[src/rtl/conv_window_gen_if.sv]
// Pixel-stream in / 3x3 window out bundle for the conv2d window generator.
interface conv_window_gen_if #(
  parameter int DATA_W = 32
);
  logic              enable;
  logic [DATA_W-1:0] pixel_in;
  logic [DATA_W-1:0] w1, w2, w3, w4, w5, w6, w7, w8, w9;
  logic              valid_out;
  logic              frame_done;

  // Pixel source / window consumer side.
  modport master (
    output enable, pixel_in,
    input  w1, w2, w3, w4, w5, w6, w7, w8, w9, valid_out, frame_done
  );

  // Window generator side.
  modport slave (
    input  enable, pixel_in,
    output w1, w2, w3, w4, w5, w6, w7, w8, w9, valid_out, frame_done
  );
endinterface

[src/rtl/conv_window_gen.sv]
// Raster FP32 pixel stream -> 3x3 interior windows for the conv2d ALU.
// Two line buffers indexed by column give the pixels one and two rows up;
// the window is a 3-column shift register fed from those and pixel_in.
module conv_window_gen #(
  parameter int IMG_WIDTH  = 28,
  parameter int IMG_HEIGHT = 28,
  parameter int DATA_W     = 32
) (
  input  logic              clk,
  input  logic              reset,
  conv_window_gen_if.slave  bus
);
  localparam int CW = (IMG_WIDTH  > 1) ? $clog2(IMG_WIDTH)  : 1;
  localparam int RW = (IMG_HEIGHT > 1) ? $clog2(IMG_HEIGHT) : 1;

  logic [CW-1:0]     col;
  logic [RW-1:0]     row;
  logic [DATA_W-1:0] lb1 [IMG_WIDTH];
  logic [DATA_W-1:0] lb2 [IMG_WIDTH];
  logic [DATA_W-1:0] win [9];
  logic              valid_q, done_q;

  logic accept, last_col, last_row, interior;
  logic [DATA_W-1:0] up1, up2;

  assign accept   = bus.enable;
  assign last_col = (col == CW'(IMG_WIDTH - 1));
  assign last_row = (row == RW'(IMG_HEIGHT - 1));
  assign interior = (row >= RW'(2)) && (col >= CW'(2));
  // Each column slot is rewritten once per row, so reading before the
  // write yields exactly IMG_WIDTH accepted pixels of delay.
  assign up1 = lb1[col];
  assign up2 = lb2[col];

  // Line buffers: data only, no reset; cascaded so lb2 lags lb1 by a row.
  always_ff @(posedge clk) begin
    if (accept && !reset) begin
      lb1[col] <= bus.pixel_in;
      lb2[col] <= up1;
    end
  end

  // Raster counters, window shift and registered strobes.
  always_ff @(posedge clk) begin
    if (reset) begin
      col     <= '0;
      row     <= '0;
      valid_q <= 1'b0;
      done_q  <= 1'b0;
      for (int i = 0; i < 9; i++) win[i] <= '0;
    end else begin
      valid_q <= accept && interior;
      done_q  <= accept && last_row && last_col;
      if (accept) begin
        if (last_col) begin
          col <= '0;
          row <= last_row ? '0 : row + RW'(1);
        end else begin
          col <= col + CW'(1);
        end
        win[0] <= win[1];
        win[1] <= win[2];
        win[2] <= up2;
        win[3] <= win[4];
        win[4] <= win[5];
        win[5] <= up1;
        win[6] <= win[7];
        win[7] <= win[8];
        win[8] <= bus.pixel_in;
      end
    end
  end

  assign bus.w1 = win[0];
  assign bus.w2 = win[1];
  assign bus.w3 = win[2];
  assign bus.w4 = win[3];
  assign bus.w5 = win[4];
  assign bus.w6 = win[5];
  assign bus.w7 = win[6];
  assign bus.w8 = win[7];
  assign bus.w9 = win[8];
  assign bus.valid_out  = valid_q;
  assign bus.frame_done = done_q;
endmodule
[src/flat_wrapper.sv]
// flat-port wrapper written by rule: the top's interface ports become plain ports
module conv_window_gen_flat 
#(
  parameter int IMG_WIDTH  = 28,
  parameter int IMG_HEIGHT = 28,
  parameter int DATA_W     = 32
)
  (clk, reset, bus_enable, bus_pixel_in, bus_w1, bus_w2, bus_w3, bus_w4, bus_w5, bus_w6, bus_w7, bus_w8, bus_w9, bus_valid_out, bus_frame_done);
  conv_window_gen_if #(.DATA_W(DATA_W)) bus_i ();
  input  logic clk;
  input  logic reset;
  input wire logic [$bits(bus_i.enable)-1:0] bus_enable;
  input wire logic [$bits(bus_i.pixel_in)-1:0] bus_pixel_in;
  output wire logic [$bits(bus_i.w1)-1:0] bus_w1;
  output wire logic [$bits(bus_i.w2)-1:0] bus_w2;
  output wire logic [$bits(bus_i.w3)-1:0] bus_w3;
  output wire logic [$bits(bus_i.w4)-1:0] bus_w4;
  output wire logic [$bits(bus_i.w5)-1:0] bus_w5;
  output wire logic [$bits(bus_i.w6)-1:0] bus_w6;
  output wire logic [$bits(bus_i.w7)-1:0] bus_w7;
  output wire logic [$bits(bus_i.w8)-1:0] bus_w8;
  output wire logic [$bits(bus_i.w9)-1:0] bus_w9;
  output wire logic [$bits(bus_i.valid_out)-1:0] bus_valid_out;
  output wire logic [$bits(bus_i.frame_done)-1:0] bus_frame_done;
  assign bus_i.enable = bus_enable;
  assign bus_i.pixel_in = bus_pixel_in;
  assign bus_w1 = bus_i.w1;
  assign bus_w2 = bus_i.w2;
  assign bus_w3 = bus_i.w3;
  assign bus_w4 = bus_i.w4;
  assign bus_w5 = bus_i.w5;
  assign bus_w6 = bus_i.w6;
  assign bus_w7 = bus_i.w7;
  assign bus_w8 = bus_i.w8;
  assign bus_w9 = bus_i.w9;
  assign bus_valid_out = bus_i.valid_out;
  assign bus_frame_done = bus_i.frame_done;
  conv_window_gen #(.IMG_WIDTH(IMG_WIDTH), .IMG_HEIGHT(IMG_HEIGHT), .DATA_W(DATA_W)) u_core (.clk(clk), .reset(reset), .bus(bus_i));
endmodule
[config.mk]
export PLATFORM = sky130hd
export DESIGN_NAME = conv_window_gen_flat
export DESIGN_NICKNAME = d
export VERILOG_FILES = /design/src/rtl/conv_window_gen_if.sv /design/src/rtl/conv_window_gen.sv /design/src/flat_wrapper.sv
export SDC_FILE = /design/constraint.sdc
export NUM_CORES = 2
export LEC_CHECK = 0
export CAP_MARGIN = 20
export CORE_AREA = 5 5 454 456
export DETAILED_ROUTE_END_ITERATION = 10
export DIE_AREA = 0 0 459 461
export PLACE_DENSITY = 0.66
export RECOVER_POWER = 25
export SLEW_MARGIN = 20
export SYNTH_ARGS = -nofsm -noshare
export SYNTH_HDL_FRONTEND = slang
export SYNTH_SLANG_ARGS = --single-unit
[constraint.sdc]
create_clock -name clk -period 8.21 [get_ports clk]
set_input_delay 1.2315 -clock clk [delete_from_list [all_inputs] [get_ports clk]]
set_output_delay 1.2315 -clock clk [all_outputs]
set_load 0.03 [all_outputs]
======== After elaboration in Yosys (flattened, before gate mapping) ========
Memories as Yosys holds them, arrays and structs flattened. A register that Yosys moved wholly into a read port is not among the register bits.
Cells that the tools add are included.
operators by class
  $add $sub $neg .......................... 2
  order comparisons ....................... 2
  equal/unequal tests ..................... 2
  muxes and demuxes ....................... 22
  bitwise operators ....................... 9
  reductions and logical operators ........ 7
operator list
  cell                                                                                  count
  32-bit two-way mux                                                                    9
  5-bit two-way mux                                                                     6
  5-bit by 1-bit adder with 5-bit output (second input constant)                        2
  5-bit equality test (second input constant)                                           2
  5-bit by 2-bit greater-or-equal comparator with 1-bit output (second input constant)  2
  1-bit bitwise OR                                                                      9
  1-bit two-way mux                                                                     7
  1-bit logical AND                                                                     5
  2-bit AND reduction                                                                   1
  1-bit logical NOT                                                                     1
storage, ports and cells
  register bits ........................... 12
  RAM bits ................................ 2,080
  output and inout port bits .............. 290
  memories ................................ 3
memory list
  memory      depth  width  rd ports  clocked after Yosys merged registers in  write ports  RTL line               RTL
  u_core.lb1  28     32     1         1                                        1            conv_window_gen.sv:18  logic [DATA_W-1:0] lb1 [IMG_WIDTH];
  u_core.lb2  28     32     1         1                                        1            conv_window_gen.sv:19  logic [DATA_W-1:0] lb2 [IMG_WIDTH];
  u_core.win  9      32     9         0                                        9            conv_window_gen.sv:20  logic [DATA_W-1:0] win [9];

======== Longest topological paths before layout ========
  depth in word-level cells ............... 4
  gate-level depth with buffers ........... 9
  depth with buffers taken out ............ 5

======== Worst setup path before layout ========
Ideal clock, no wire load.
  path kind ............................... input-to-reg
  from .................................... in bus_enable
  to ...................................... mem u_core.win[0][0], enable pin
  data arrival time ....................... 5,011 ps
  setup slack ............................. 2,669 ps
  stages .................................. 2
  buffers on the path ..................... 1
  path through ............................ clkbuf_1 -> or2_2
RTL lines
  what         RTL line               RTL
  from (decl)  flat_wrapper.sv:12     input wire logic [$bits(bus_i.enable)-1:0] bus_enable;
  to (decl)    conv_window_gen.sv:20

======== Final worst setup path ========
  from .................................... in bus_enable
  to ...................................... mem u_core.lb2[14][8], enable pin
between the ends
  word-level cells in the longest chain between the ends .. 3
RTL lines
  what                                     RTL line               RTL
  1-bit logical AND                        conv_window_gen.sv:37  if (accept && !reset) begin
  1-bit two-way mux                        conv_window_gen.sv:37
  1-bit two-way mux (not written as such)  conv_window_gen.sv:39  lb2[col] <= up1;
  to (decl)                                conv_window_gen.sv:19
No other way between the ends.

==> impl_metrics.toml <==
[outcome]
status = "complete, but fails checks"
violations = "max-capacitance violations, max-slew violations"

[cts]
clock_sinks = 2097
cts_resized = 0
clock_path_buffers = 3
cts_buffers = 207
hold_buffers = 0
path_clk_slew_ps = 60
post-cts-setup-buffer-count = 0
clk_latency_ps = 860
root_buffer = "clkbuf_16"
htree_levels = 4
cts_tree = "built"

[routing]
num_vias = 40212
drt_iter0_drc = 5263
wl_per_cell_um = 28.3
firstDrtPassIters = 6
viasPerCell = 5.58
ant_nets = 0
drt-total-wl_um = 204000
post-route-drc-count = 0

[yosys]
synth_ff_type = "edfxtp_1"
synth_fp_nets = 3942
ys_seq_area_share_pct = 78.5
synth_top_area_cell = "edfxtp_1"
yosys_warnings = 0
netlist_instances = 3900
syn_avg_cell_area_um2 = 20.5
async_flop_share_pct = 0
synth-edff-count = 2080
syn-cell-area_mm2 = 0.0800
ys_ff_latch = 2097
ys_types = 53
synth.area.top_cells = "edfxtp_1 (78%), mux4_2 (8.4%), mux2i_1 (4.5%), and2_1 (1.8%), a22oi_1 (0.84%)"
synthDominantCellAreaShare_pct = 78.1

[critical_path]
r2r_setup_slack_ps = 3890
cp.arrival_ps = 6540
max_stage_delay_ps = 1770
endpoint_kind = "flop"
crit_path_max_fanout = 48
r2r-end = "u_core.lb2[0][8]$_DFFE_PP_"
path_cells = "dlygate4sd3_1 > nor2b_1 > nand2_1 > nor2_4 > buf_4"
critPathKind = "input port to flop"
cp-endpoint = "u_core.lb2[14][8]$_DFFE_PP_"
reg2reg_depth = 7
slowest_stage = "nor2b_1"
startpoint = "bus_enable"
required_ps = 8630
startpoint_type = "input port"

[die]
dieWidth_um = 459
die_h_um = 461
rows = 165
initial_core_util_pct = 39.7
core_mm2 = 0.201
die_area_mm2 = 0.212
ios = 325

[layout]
drive_above_1_share_pct = 17.4
final_util_pct = 46.6
area.growth.synth_to_final_pct = 17.2
fillers = 16636
layout_commonest_cell = "edfxtp_1"
final_area_mm2 = 0.0937
layout_common_cells = "edfxtp_1 (2,080), mux2i_1 (358), mux4_2 (298), clkdlybuf4s50_1 (288), clkbuf_16 (207)"
nNetsFinal = 4388

[timing]
slew_viol_final = 894
slew_headroom_pct = -197
hold_violations = 0
layout_min_cycle_time_ps = 6120
max_freq_ghz = 0.164
finClkSkew_ps = 66.6
setup_violations = 0
tightest_slew_ps = 4460
rsz0062_at_grt = "false"
finalCritPeriodShare_pct = 74.5
finalSetupTns_ps = 0

[placement]
placed_area_mm2 = 0.0868
port_buffers = 324
hpwlAfterDp_um = 124000
gp_congestion = 0.804

[grt]
grt.total_usage_pct = 19.0
grt_pass1_wl_um = 290000
grt_busiest_layer = "met2"
antenna_found_initial = 19
grt_use_met1_pct = 27.7
met3_usage_pct = 5.92
first_global_vias = 39736
met2_usage_pct = 28.4
overflow = 0
grt_max_degree = 123

[pwr]
power.density_mw_per_mm2 = 248
total_power_mw = 23.3
p_leak_nw = 29.3
ir_worst_vdd_v = 0.000230

[worst_hold_path]
min_path_type = "flop to flop"

[run]
cap_viol_max_count = 29
[worst min-delay path by stage]
stage / endpoint / cells after the start / from / slack, ps
2_1_floorplan: u_core.row[4]$_SDFFE_PP0P_ / 2 / u_core.row[4]$_SDFFE_PP0P_ / 490
3_3_place_gp: u_core.row[4]$_SDFFE_PP0P_ / 2 / u_core.row[4]$_SDFFE_PP0P_ / 520
3_5_place_dp: u_core.row[4]$_SDFFE_PP0P_ / 2 / u_core.row[4]$_SDFFE_PP0P_ / 530
4_1_cts: u_core.row[4]$_SDFFE_PP0P_ / 2 / u_core.row[4]$_SDFFE_PP0P_ / 550
5_1_grt: u_core.win[0][23]$_SDFFCE_PN0P_ / 1 / u_core.win[0][55]$_SDFFCE_PN0P_ / 570
6_report: u_core.row[4]$_SDFFE_PP0P_ / 2 / u_core.row[4]$_SDFFE_PP0P_ / 540
[kinds of logic after synthesis]
kind of cell,count (synthesis),synth area share [%]
flops,2097,78.5
mux,659,12.9
simple gates,517,3.44
compound gates,386,3.40
buf+inv,228,1.52
fa+ha+maj,7,0.110
xor+xnor,6,0.0657
[layer usage]
metal	wire, um	vias to the layer above	share of wire [%]
li1	-	16859	-
met1	85600	21049	42
met2	91600	2065	45
met3	23500	235	12
met4	3210	4	1.6
met5	27	-	0.013
[per-stage QoR]
step	hold WS (ps)	cells	setup slack, ps
final	540	7208	2090
after global routing	566	7201	1820
after CTS	545	7196	3690
after detailed placement	531	6809	2810
after global placement	524	6809	2910
after floorplan	493	3900	2670
[worst max-delay path, delay by kind of cell]
kind	cells	cell delay [ps]
buffers and inverters	2	1600
and+or+nand+nor	3	3520
[cells in the mapped netlist (all sizes together) (6+ instances only)]
cell	count
edfxtp	2080
mux2i	358
mux4	298
and2	231
buf	126
nand2	120
clkbuf	96
a22oi	89
nand3	65
a21oi	59
o21ai	56
nor2	45
a221oi	41
and3	22
a31oi	21
a211oi	17
a21boi	17
dfxtp	17
o211ai	16
a31o	14
a311oi	13
nor2b	12
a2111oi	11
a21o	7
ha	7
o22ai	7
o21a	6
[power breakdown]
| group | internal, mW | total (mW) | switching, mW |
|---|---|---|---|
| combinational | 0.513 | 1.56 | 1.05 |
| sequential | 12.0 | 12.1 | 0.0874 |
| clock | 5.49 | 9.59 | 4.09 |
| total | 18.0 | 23.3 | 5.23 |
[flip-flops by register name (all words and copies together), names as in the netlist, named ones only]
signal	count
u_core.lb2	896
u_core.lb1	896
u_core.bus.frame_done	1
u_core.bus.valid_out	1
u_core.win	288
u_core.row	5
u_core.col	5
[area by class of cell]
| class | count | area, um^2 | share of cell area [%] |
|---|---|---|---|
| Multi-Input combinational cell | 1575 | 16300 | 17.4 |
| Timing Repair Buffer | 459 | 4270 | 4.55 |
| Clock buffer | 249 | 5380 | 5.74 |
| Antenna cell | 12 | 30.0 | 0.0320 |
| Tap cell | 2672 | 3340 | 3.57 |
| Sequential cell | 2097 | 62800 | 67.0 |
| Inverter | 6 | 22.5 | 0.0240 |
| Clock inverter | 138 | 1570 | 1.67 |
No activity file was read; power rests on OpenSTA's default activity.
